$ cat src/rtl/vc_fifo_buffer.sv
// Multi-virtual-channel FWFT input buffer: one shared write port, one pop per VC,
// per-VC occupancy/credit status and sticky overflow/underflow error flags.
module vc_fifo_buffer #(
  parameter int DATA_WIDTH   = 8,
  parameter int ADD_BIT      = 2,
  parameter int VC_BIT       = 1,
  parameter int AFULL_THRESH = 3
) (
  input  logic                                   clk,
  input  logic                                   rst_n,
  input  logic [DATA_WIDTH-1:0]                  Data_in,
  input  logic                                   write,
  input  logic [VC_BIT-1:0]                      wr_vc,
  input  logic [(2**VC_BIT)-1:0]                 read,
  input  logic                                   err_clr,
  output logic [(2**VC_BIT)*DATA_WIDTH-1:0]      Data_out,
  output logic [(2**VC_BIT)-1:0]                 empty,
  output logic [(2**VC_BIT)-1:0]                 full,
  output logic [(2**VC_BIT)-1:0]                 almost_full,
  output logic [(2**VC_BIT)*(ADD_BIT+1)-1:0]     count,
  output logic                                   err_ovf,
  output logic                                   err_udf
);

  localparam int DEPTH  = 2**ADD_BIT;
  localparam int NUM_VC = 2**VC_BIT;
  localparam int CW     = ADD_BIT + 1;

  logic [DATA_WIDTH-1:0] mem    [NUM_VC*DEPTH];
  logic [ADD_BIT-1:0]    wr_ptr [NUM_VC];
  logic [ADD_BIT-1:0]    rd_ptr [NUM_VC];
  logic [CW-1:0]         cnt    [NUM_VC];

  logic                  wacc;
  logic [NUM_VC-1:0]     racc;
  logic [NUM_VC-1:0]     wsel;

  always_comb begin
    for (int v = 0; v < NUM_VC; v++) begin
      empty[v]       = (cnt[v] == '0);
      full[v]        = (cnt[v] == CW'(DEPTH));
      almost_full[v] = (cnt[v] >= CW'(AFULL_THRESH));
    end
  end

  // A full VC can still take a write when it is popped in the same cycle.
  always_comb begin
    wacc = write & (~full[wr_vc] | read[wr_vc]);
    racc = read & ~empty;
    wsel = '0;
    for (int v = 0; v < NUM_VC; v++) begin
      wsel[v] = wacc && (wr_vc == VC_BIT'(v));
    end
  end

  // Storage is intentionally left unreset; only the pointers define validity.
  always_ff @(posedge clk) begin
    if (wacc) begin
      mem[{wr_vc, wr_ptr[wr_vc]}] <= Data_in;
    end
  end

  always_ff @(posedge clk or negedge rst_n) begin
    if (!rst_n) begin
      for (int v = 0; v < NUM_VC; v++) begin
        wr_ptr[v] <= '0;
        rd_ptr[v] <= '0;
        cnt[v]    <= '0;
      end
    end else begin
      for (int v = 0; v < NUM_VC; v++) begin
        if (wsel[v]) wr_ptr[v] <= wr_ptr[v] + ADD_BIT'(1);
        if (racc[v]) rd_ptr[v] <= rd_ptr[v] + ADD_BIT'(1);
        cnt[v] <= cnt[v] + CW'(wsel[v]) - CW'(racc[v]);
      end
    end
  end

  // Sticky flags: a new error in the clearing cycle takes priority over err_clr.
  always_ff @(posedge clk or negedge rst_n) begin
    if (!rst_n) begin
      err_ovf <= 1'b0;
      err_udf <= 1'b0;
    end else begin
      if (write && !wacc) err_ovf <= 1'b1;
      else if (err_clr)   err_ovf <= 1'b0;
      if (|(read & empty)) err_udf <= 1'b1;
      else if (err_clr)    err_udf <= 1'b0;
    end
  end

  for (genvar g = 0; g < NUM_VC; g++) begin : g_out
    assign Data_out[g*DATA_WIDTH +: DATA_WIDTH] = mem[{VC_BIT'(g), rd_ptr[g]}];
    assign count[g*CW +: CW]                    = cnt[g];
  end

endmodule

$ cat config.mk
export PLATFORM = sky130hd
export DESIGN_NAME = vc_fifo_buffer
export DESIGN_NICKNAME = d
export VERILOG_FILES = /design/src/rtl/vc_fifo_buffer.sv
export SDC_FILE = /design/constraint.sdc
export NUM_CORES = 1
export LEC_CHECK = 0
export CELL_PAD_IN_SITES_DETAIL_PLACEMENT = 0
export CELL_PAD_IN_SITES_GLOBAL_PLACEMENT = 1
export CORE_MARGIN = 1
export CORE_UTILIZATION = 25
export CTS_CLUSTER_SIZE = 25
export DETAILED_ROUTE_END_ITERATION = 8
export PLACE_DENSITY_LB_ADDON = 0.1
export SYNTH_ARGS = -nofsm -noshare
export SYNTH_HDL_FRONTEND = slang
export SYNTH_SLANG_ARGS = --single-unit
$ cat constraint.sdc
create_clock -name clk -period 2.2 [get_ports clk]
set_input_delay 0.55 -clock clk [delete_from_list [all_inputs] [get_ports clk]]
set_output_delay 0.55 -clock clk [all_outputs]
set_load 0.02 [all_outputs]
==> results of run 1 <==
cell usage in the layout, fill, tap and decap left out, types with 2 or more instances in the layout:
| cell | Yosys | routed |
|---|---|---|
| buf_12 | 0 | 2 |
| buf_2 | 2 | 15 |
| buf_4 | 0 | 22 |
| buf_6 | 1 | 3 |
| clkbuf_1 | 0 | 3 |
| clkbuf_16 | 0 | 9 |
| clkdlybuf4s50_1 | 0 | 20 |
| clkinv_1 | 0 | 2 |
| dfrtp_1 | 16 | 11 |
| dfrtp_2 | 0 | 5 |
| dlygate4sd2_1 | 0 | 7 |
| edfxtp_1 | 64 | 64 |
| ha_1 | 6 | 5 |
| inv_1 | 11 | 11 |
| mux4_2 | 16 | 16 |
| nand2_1 | 4 | 4 |
| nand3_1 | 2 | 2 |
| nand3b_1 | 2 | 2 |
| nor2_1 | 2 | 2 |
| nor3_1 | 9 | 9 |
| nor3_2 | 2 | 2 |
| o21ai_0 | 3 | 3 |
| xnor2_1 | 5 | 5 |
| xor2_1 | 4 | 4 |
layer usage:
layer	track usage [%]	vias up	wire length [µm]
met1	13.8	860	3060
met2	17.6	44	3100
met5	0	-	0
met4	3.90	0	75
li1	-	789	-
met3	2.85	6	270
state kept, by name, summed over array words and instances, names as in the netlist:
signal / count
count: 6
err_ovf: 1
err_udf: 1
mem: 64
rd_ptr: 4
wr_ptr: 4
metrics by stage:
step | total power [mW] | cells | util [%] | setup slack, ps
after global routing | 5.87 | 413 | 34.6 | 4.04
after CTS | 5.66 | 413 | 34.9 | 0.663
after floorplan | 3.41 | 164 | - | 8.68
after global placement | 4.39 | 395 | 32.9 | -437
final | 5.54 | 413 | 34.6 | 52.6
after detailed placement | 4.46 | 395 | 32.9 | -476
area by class of cell:
class	count	area (µm²)
fill	1173	8020
sequential	80	2330
multi-input combinational	68	813
timing repair buffer	70	588
clock buffer	12	236
tap	168	210
inverter	11	41.3
clock inverter	4	21.3
cells by family (layout without fill, tap and decap cells):
family                     Yosys count  count (layout)  synth area share [%]
buffers and inverters               16              97                  2.19
muxes                               16              16                  11.3
xor gates and xnor gates            10              10                  2.97
DFF                                 80              80                  72.6
AOI/OAI and AO/OA                    6               6                  1.29
and+or+nand+nor                     28              28                  6.06
adders and majority gates            8               8                  3.60
power breakdown:
group,switching (mW),internal (mW),leakage [nW]
Clock,0.530,0.757,0.126
Combinational,1.00,1.02,0.664
Sequential,0.301,1.93,0.766
critical path: cells and delay by family:
| family | cells | cell delay, ps |
|---|---|---|
| buffers and inverters | 2 | 490 |
| adders and majority gates | 3 | 770 |
| xor gates and xnor gates | 1 | 150 |
| and+or+nand+nor | 1 | 390 |
worst max-delay path by stage:
| stage | start | endpoint | slack, ps | cells after the start |
|---|---|---|---|---|
| after floorplan | count[2] | count[2] | 9 | 8 |
| after global placement | read[0] | count[2] | -440 | 8 |
| after detailed placement | read[0] | count[2] | -480 | 8 |
| after CTS | rd_ptr[2] | Data_out[7] | 0.7 | 3 |
| after global routing | read[1] | count[5] | 4 | 8 |
| final | wr_vc | count[2] | 50 | 7 |
repair_timing:
| item | 4_1_cts | 5_1_grt |
|---|---|---|
| resized for setup | 62 | 17 |
| pin swaps | 0 | 1 |
| setup buffers | 2 | 0 |
| endpoints found under the setup margin | 24 | 13 |
==> results.py, run 1 <==
metrics = {
    "synth": {
        "ys_ff_latch": 80,
        "netlist_area_um2": 3200,
        "async_flop_share_pct": 20.0,
        "synth_area_per_cell_um2": 19.5,
        "syn_inst": 164,
        "synth_warnings": 0,
        "synth.most_common_cell": "edfxtp_1",
        "synth_top_area_share_pct": 60.1,
        "synth-edff-count": 64,
        "synth-seq-area-share_pct": 72.6,
        "yosys.area.top_type": "edfxtp_1",
        "ys.flop_type": "edfxtp_1",
        "synth.distinct_cells": 29,
        "synth_fp_nets": 187,
        "synth_common_cells": "edfxtp_1, dfrtp_1, mux4_2",
        "synthTopCellsByArea": "edfxtp_1, dfrtp_1, mux4_2",
    },
    "sta": {
        "slew_viol_final": 0,
        "clock.fmax_mhz": 466,
        "hold_viol": 0,
        "report.final.setup_viol": 0,
        "skew_ps": 4.93,
        "finalCriticalPeriod_ps": 2150,
        "worst_pin_slew_ps": 455,
        "rsz0062_at_grt": "no",
        "max_slew_margin_pct": 69.7,
        "min_period_over_period_pct": 97.6,
        "final.setup.tns_ps": 0,
        "whs_ps": 517,
    },
    "final_layout": {
        "syn_to_final_growth_pct": 32.6,
        "finalNetCount": 263,
        "antenna_cells": 0,
        "final_cell_area_um2": 4240,
        "drive_above_1_share_pct": 34.3,
    },
    "pwr": {
        "ir_worst_vdd_mv": 0.546,
        "cellLeakagePower_nw": 1.56,
        "p_per_area_nw_per_um2": 1310,
    },
    "critical_path": {
        "worstSetupEndpointType": "flip-flop",
        "critical_path_required_ps": 2400,
        "path_class": "in2reg",
        "r2r_start": "count[2]",
        "r2r-end": "count[2]",
        "crit_slowest_cell": "clkdlybuf4s50_1",
        "cp_data_arrival_time_ps": 2350,
        "critPathLaunchType": "input port",
        "path_max_fanout": 2,
        "rrSetupSlack_ps": 140,
        "worst_path_largest_cell_delay_ps": 450,
        "worstPathCellList": "clkdlybuf4s50_1 > or3b_4 > ha_1 > inv_1 > ha_2 > fa_2 > xor2_1",
        "r2r_cells": 7,
    },
    "global_routing": {
        "grt_max_degree": 17,
        "antenna_found_initial": 0,
        "overflow": 0,
        "grt_pass1_wl_mm": 10.3,
        "grt_pass1_vias": 1891,
        "gr-usage-all-layers_pct": 10.8,
    },
    "clock_network": {
        "numCtsBuffers": 9,
        "clkTransAtPathRegs_ps": 60,
        "cts_tree": "built",
        "cts_root_buf": "clkbuf_16",
        "cts.htree.levels": 3,
        "postCtsHoldBufs": 0,
        "clockBufferDepth": 2,
        "clkSinkCount": 80,
        "clk_latency_ps": 320,
    },
    "floorplan": {
        "core_um2": 12300,
        "start_util_pct": 26.1,
        "dieArea_um2": 13200,
        "pin_count": 45,
        "die_h_um": 115,
        "fp-row-count": 40,
        "die_width_um": 115,
    },
    "placement": {
        "placedInstanceArea_um2": 4030,
        "place.gp.congestion": 0.708,
        "io_buffers": 44,
        "hpwl_mm": 4.44,
    },
    "drt": {
        "wl_per_cell_um": 15.8,
        "routed_wl_mm": 6.51,
        "drt-vias-per-instance": 4.11,
        "first_iter_violations": 87,
        "ant_nets": 0,
        "dr_total_vias": 1699,
        "remaining_drc_errors": 0,
        "dr.pass1.iters": 4,
    },
    "worst_hold_path": {
        "holdPathStages": 2,
        "holdPathEnd": "err_ovf",
        "hold_path_class": "reg2reg",
        "hold_path.startpoint": "err_ovf",
    },
    "run_status": {
        "outcome": "finished, final reports clean",
    },
    "flow_run": {
        "maxCapViolations": 0,
    },
}
No activity file was read; power rests on OpenSTA's default activity.
==> inputs of run 2 (changes only) <==
CAP_MARGIN = 20   (was not set)
MAX_ROUTING_LAYER = met4   (was not set)
==> run 2 against run 1 <==
Via count is 0.29% higher. Final cell count did not move. Critical path depth is the same. Largest power group unchanged. Highest routed layer unchanged.
==> results.py, run 2 (synthesized netlist as in run 1, its figures left out) <==
metrics = {
    "critical_path": {
        "r2r_start": "count[2]",
        "path_max_fanout": 2,
        "worstSetupEndpointType": "flip-flop",
        "worstSetupStartpoint": "wr_vc",
        "path_class": "in2reg",
        "crit_slowest_cell": "clkdlybuf4s50_1",
        "critical_path_required_ps": 2400,
        "cp_data_arrival_time_ps": 2350,
        "cp.buffers_inverters": 2,
        "critPathLaunchType": "input port",
        "worstPathCellList": "clkdlybuf4s50_1 > or3b_4 > ha_1 > inv_1 > ha_2 > fa_2 > xor2_1",
        "cp_top_family": "adder cells",
        "worst_path_largest_cell_delay_ps": 450,
        "rrSetupSlack_ps": 140,
    },
    "sta": {
        "worst_pin_slew_ps": 455,
        "final.setup.worst_slack_ps": 53.0,
        "report.final.setup_viol": 0,
        "finalCriticalPeriod_ps": 2150,
        "clock.fmax_mhz": 466,
        "max_slew_margin_pct": 69.7,
        "skew_ps": 4.95,
        "min_period_over_period_pct": 97.6,
        "slew_viol_final": 0,
        "rsz0062_at_grt": "no",
        "hold_viol": 0,
    },
    "flow_run": {
        "maxCapViolations": 0,
    },
    "placement": {
        "place.gp.congestion": 0.716,
        "place_ws_ps": -476,
        "hpwl_mm": 4.44,
        "io_buffers": 44,
    },
    "final_layout": {
        "fillCellCount": 1173,
        "antenna_cells": 0,
        "layout_commonest_cell": "edfxtp_1",
        "final_core_util_pct": 34.6,
        "syn_to_final_growth_pct": 32.6,
        "layout_common_cells": "edfxtp_1, buf_4, clkdlybuf4s50_1, mux4_2, buf_2",
        "largest_reg_flops": 64,
        "drive_above_1_share_pct": 34.3,
        "finalNetCount": 263,
    },
    "drt": {
        "wl_per_cell_um": 15.8,
        "dr_wl_met3_um": 265,
        "wirelength_met1_mm": 3.06,
        "first_iter_violations": 87,
        "dr_wl_met2_mm": 3.14,
        "drt-vias-per-instance": 4.13,
        "remaining_drc_errors": 0,
        "dr_total_vias": 1704,
        "ant_nets": 0,
        "dr.pass1.iters": 4,
        "routed_wl_mm": 6.52,
        "maxUsedRoutingLayer": "met4",
    },
    "global_routing": {
        "overflow": 0,
        "grt_pass1_vias": 1889,
        "grt_pass1_wl_mm": 10.3,
        "gr-usage-all-layers_pct": 11.1,
        "grt_max_degree": 17,
        "antenna_found_initial": 0,
    },
    "clock_network": {
        "clk_latency_ps": 320,
        "clkSinkCount": 80,
        "clkTransAtPathRegs_ps": 60,
        "cts_tree": "built",
        "cts_root_buf": "clkbuf_16",
        "numCtsBuffers": 9,
        "clockBufferDepth": 2,
        "cts.htree.levels": 3,
    },
    "worst_hold_path": {
        "hold_path_class": "reg2reg",
        "hold_path.startpoint": "err_ovf",
    },
    "floorplan": {
        "pin_count": 45,
        "core_um2": 12300,
        "dieArea_um2": 13200,
        "die_h_um": 115,
        "die_width_um": 115,
        "fp-row-count": 40,
        "start_util_pct": 26.1,
    },
    "pwr": {
        "finalPower_mw": 5.54,
        "p_per_area_nw_per_um2": 1310,
        "ir_worst_vdd_mv": 0.546,
        "cellLeakagePower_nw": 1.56,
    },
    "run_status": {
        "outcome": "finished, final reports clean",
    },
}
run 2: cell counts in the layout (fill, tap and decap cells not counted):
Identical to the previous run, type by type.
run 2: power by group:
group	internal (mW)	leakage (nW)	switching (mW)
Sequential	1.93	0.766	0.300
Combinational	1.02	0.664	1.00
Clock	0.757	0.126	0.531
Total	3.71	1.56	1.83
run 2: stage by stage:
| stage | hold WS, ps | instances | TNS (ps) | area (µm²) |
|---|---|---|---|---|
| finish | 517 | 413 | 0 | 4240 |
| global route | 558 | 413 | 0 | 4240 |
| CTS | 527 | 413 | 0 | 4270 |
| detailed placement | 508 | 395 | -4070 | 4030 |
| global placement | 489 | 395 | -3270 | 4030 |
| floorplan | 254 | 164 | 0 | 3210 |
run 2: final timing paths:
kind                             to  depth (start not counted)
min reg2reg                 err_ovf                          2
min                         err_ovf                          2
max                        count[2]                          7
min in group asynchronous  count[3]                          2
max in group asynchronous  count[0]                          2
max reg2reg                count[2]                          7
run 2: per-layer routing:
layer | vias to the layer above | track usage [%]
li1 | 789 | -
met1 | 863 | 13.8
met2 | 46 | 17.6
met3 | 6 | 2.79
met4 | 0 | 3.90
met5 | - | -
run 2: timing repair:
action                     4_1_cts  5_1_grt
resized for setup               62       17
hold buffers                     0        0
setup endpoints to repair       24       13
pin swaps                        0        1
setup buffers                    2        0
run 2: worst min-delay path, stage by stage, from the launching register on:
cell,delay (ps)
dfrtp_1,350
nand2b_1,60
nand3_1,70
run 2: final cells by class:
type	count	area (µm²)	area share [%]
multi-input combinational	68	813	19.2
timing repair buffer	70	588	13.9
inverter	11	41.3	0.974
sequential	80	2330	54.9
tap	168	210	4.96
clock inverter	4	21.3	0.502
clock buffer	12	236	5.58
==> inputs of run 3 (changes only) <==
ABC_AREA = 1   (was not set)
==> run 3 against run 2 <==
Routed wire length grew 15%. Final cell count up 32%. Sequential power is 8% lower. Final area increased by 11%.
==> results.py, run 3 <==
metrics = {
    "placement": {
        "io_buffers": 44,
        "hpwl_mm": 5.20,
        "place_ws_ps": -442,
        "place.gp.congestion": 0.703,
    },
    "sta": {
        "max_slew_margin_pct": 78.5,
        "skew_ps": 6.64,
        "finalCriticalPeriod_ps": 2140,
        "clock.fmax_mhz": 467,
        "hold_viol": 0,
        "slew_viol_final": 0,
        "worst_pin_slew_ps": 322,
        "min_period_over_period_pct": 97.3,
        "report.final.setup_viol": 0,
        "final.setup.worst_slack_ps": 59.8,
    },
    "drt": {
        "dr_total_vias": 2240,
        "wl_per_cell_um": 13.7,
        "dr.pass1.iters": 4,
        "ant_nets": 0,
        "drt-vias-per-instance": 4.10,
        "remaining_drc_errors": 0,
        "first_iter_violations": 98,
        "routed_wl_mm": 7.50,
    },
    "synth": {
        "synth_top_area_share_pct": 56.7,
        "synth_common_cells": "edfxtp_1, nor2_1, o21ai_0",
        "synth_warnings": 0,
        "synth-edff-count": 64,
        "ys_ff_latch": 80,
        "synth.most_common_cell": "edfxtp_1",
        "synth_area_per_cell_um2": 12.6,
        "synth-seq-area-share_pct": 68.5,
        "async_flop_share_pct": 20.0,
        "ys.flop_type": "edfxtp_1",
        "netlist_area_um2": 3390,
        "synth_fp_nets": 292,
        "synthTopCellsByArea": "edfxtp_1, dfrtp_1, nor2_1",
        "syn_inst": 269,
        "synth.distinct_cells": 28,
        "yosys.area.top_type": "edfxtp_1",
    },
    "global_routing": {
        "grt_max_degree": 18,
        "antenna_found_initial": 0,
        "grt_pass1_wl_mm": 12.2,
        "overflow": 0,
        "busiest_layer": "met2",
        "gr-usage-met1_pct": 15.6,
        "grtUsageMet2_pct": 17.9,
        "gr-usage-all-layers_pct": 12.0,
        "grt_pass1_vias": 2302,
        "use_met3_pct": 2.27,
    },
    "pwr": {
        "ir_worst_vdd_mv": 0.529,
        "p_per_area_nw_per_um2": 1330,
        "cellLeakagePower_nw": 1.88,
    },
    "clock_network": {
        "cts_root_buf": "clkbuf_16",
        "clk_latency_ps": 330,
        "numCtsBuffers": 9,
        "cts.htree.levels": 3,
        "clkSinkCount": 80,
        "clockBufferDepth": 2,
        "cts_tree": "built",
        "postCtsHoldBufs": 0,
        "clkTransAtPathRegs_ps": 60,
    },
    "final_layout": {
        "drive_above_1_share_pct": 27.2,
        "largest_reg_flops": 64,
        "layout_common_cells": "edfxtp_1, buf_4, nor2_1, o21ai_0, inv_1",
        "finalNetCount": 389,
        "antenna_cells": 0,
        "syn_to_final_growth_pct": 38.7,
        "final_core_util_pct": 35.5,
        "layout_commonest_cell": "edfxtp_1",
    },
    "critical_path": {
        "worstSetupStartpoint": "rd_ptr[0]",
        "critPathLaunchType": "flip-flop",
        "path_max_fanout": 11,
        "worstSetupEndpointType": "output pin",
        "critical_path_required_ps": 1650,
        "path_class": "reg2out",
        "r2r_start": "count[4]",
        "cp_data_arrival_time_ps": 1590,
    },
    "floorplan": {
        "start_util_pct": 25.6,
        "die_h_um": 118,
        "dieArea_um2": 14000,
        "die_width_um": 118,
        "fp-row-count": 42,
        "pin_count": 45,
        "core_um2": 13200,
    },
    "worst_hold_path": {
        "hold_path.startpoint": "wr_ptr[2]",
        "hold_path_class": "reg2reg",
    },
    "flow_run": {
        "maxCapViolations": 0,
    },
    "run_status": {
        "outcome": "finished, final reports clean",
    },
}
[run 3: cell count changes after synthesis, moves of 4 or more]
cell,change
xnor2_1,-5
nand4_1,+4
o21ai_0,+27
nor2_1,+38
nand2_1,+15
mux4_2,-16
nor3_1,-6
inv_1,+11
o22ai_1,+16
o21ai_1,+5
nor2_2,+6
[run 3: path summary, 6_finish.rpt]
check	slack, ps	endpoint	cells after the start
max in group asynchronous	1460	err_ovf	2
max	60	Data_out[10]	5
max reg2reg	200	count[5]	9
min	480	wr_ptr[2]	2
min in group asynchronous	540	count[3]	2
min reg2reg	480	wr_ptr[2]	2
[run 3: cell families (layout without fill, tap and decap cells)]
| family | count (synthesis) | count (layout) | synth area share, % |
|---|---|---|---|
| fa+ha+maj | 8 | 8 | 3.39 |
| flops | 80 | 80 | 68.5 |
| xor+xnor | 4 | 4 | 1.03 |
| simple gates | 90 | 90 | 14.2 |
| compound gates | 52 | 52 | 8.34 |
| buf+inv | 35 | 137 | 4.61 |
[run 3: stage by stage]
stage               hold slack (ps)  setup TNS (ps)  std cells  cell area [µm²]  total power, mW
floorplan                       254               0        269             3390             3.53
global placement                466           -7670        529             4430             4.98
detailed placement              471           -7350        529             4430             4.97
CTS                             486               0        545             4710             6.33
global route                    503           -1.51        547             4700             6.65
finish                          485               0        547             4700             6.24
[run 3: layer usage]
layer | vias up | part of all wire [%]
li1 | 1147 | -
met1 | 1036 | 49
met2 | 47 | 46
met3 | 10 | 3.5
met4 | 0 | 1.9
met5 | - | 0
[run 3: cell type report]
type | instances | area (µm²)
Fill cell | 1354 | 8540
Sequential cell | 80 | 2320
Multi-Input combinational cell | 154 | 916
Timing Repair Buffer | 95 | 841
Clock buffer | 13 | 260
Tap cell | 176 | 220
Inverter | 26 | 105
Clock inverter | 3 | 40.0
[run 3: what timing repair did]
| action | CTS | global route |
|---|---|---|
| setup endpoints to repair | 24 | 17 |
| setup buffers | 0 | 2 |
| pin swaps | 1 | 2 |
| resized for setup | 30 | 21 |
[run 3: critical path: stages (launching register included)]
cell	delay, ps
dfrtp_1	430
buf_6	170
buf_12	130
nor2_1	110
o22ai_1	90
dlygate4sd2_1	320
[run 3: power breakdown]
part	internal (mW)	switching [mW]
registers	1.90	0.166
logic	1.16	1.52
clock network	0.938	0.563
total	3.99	2.25
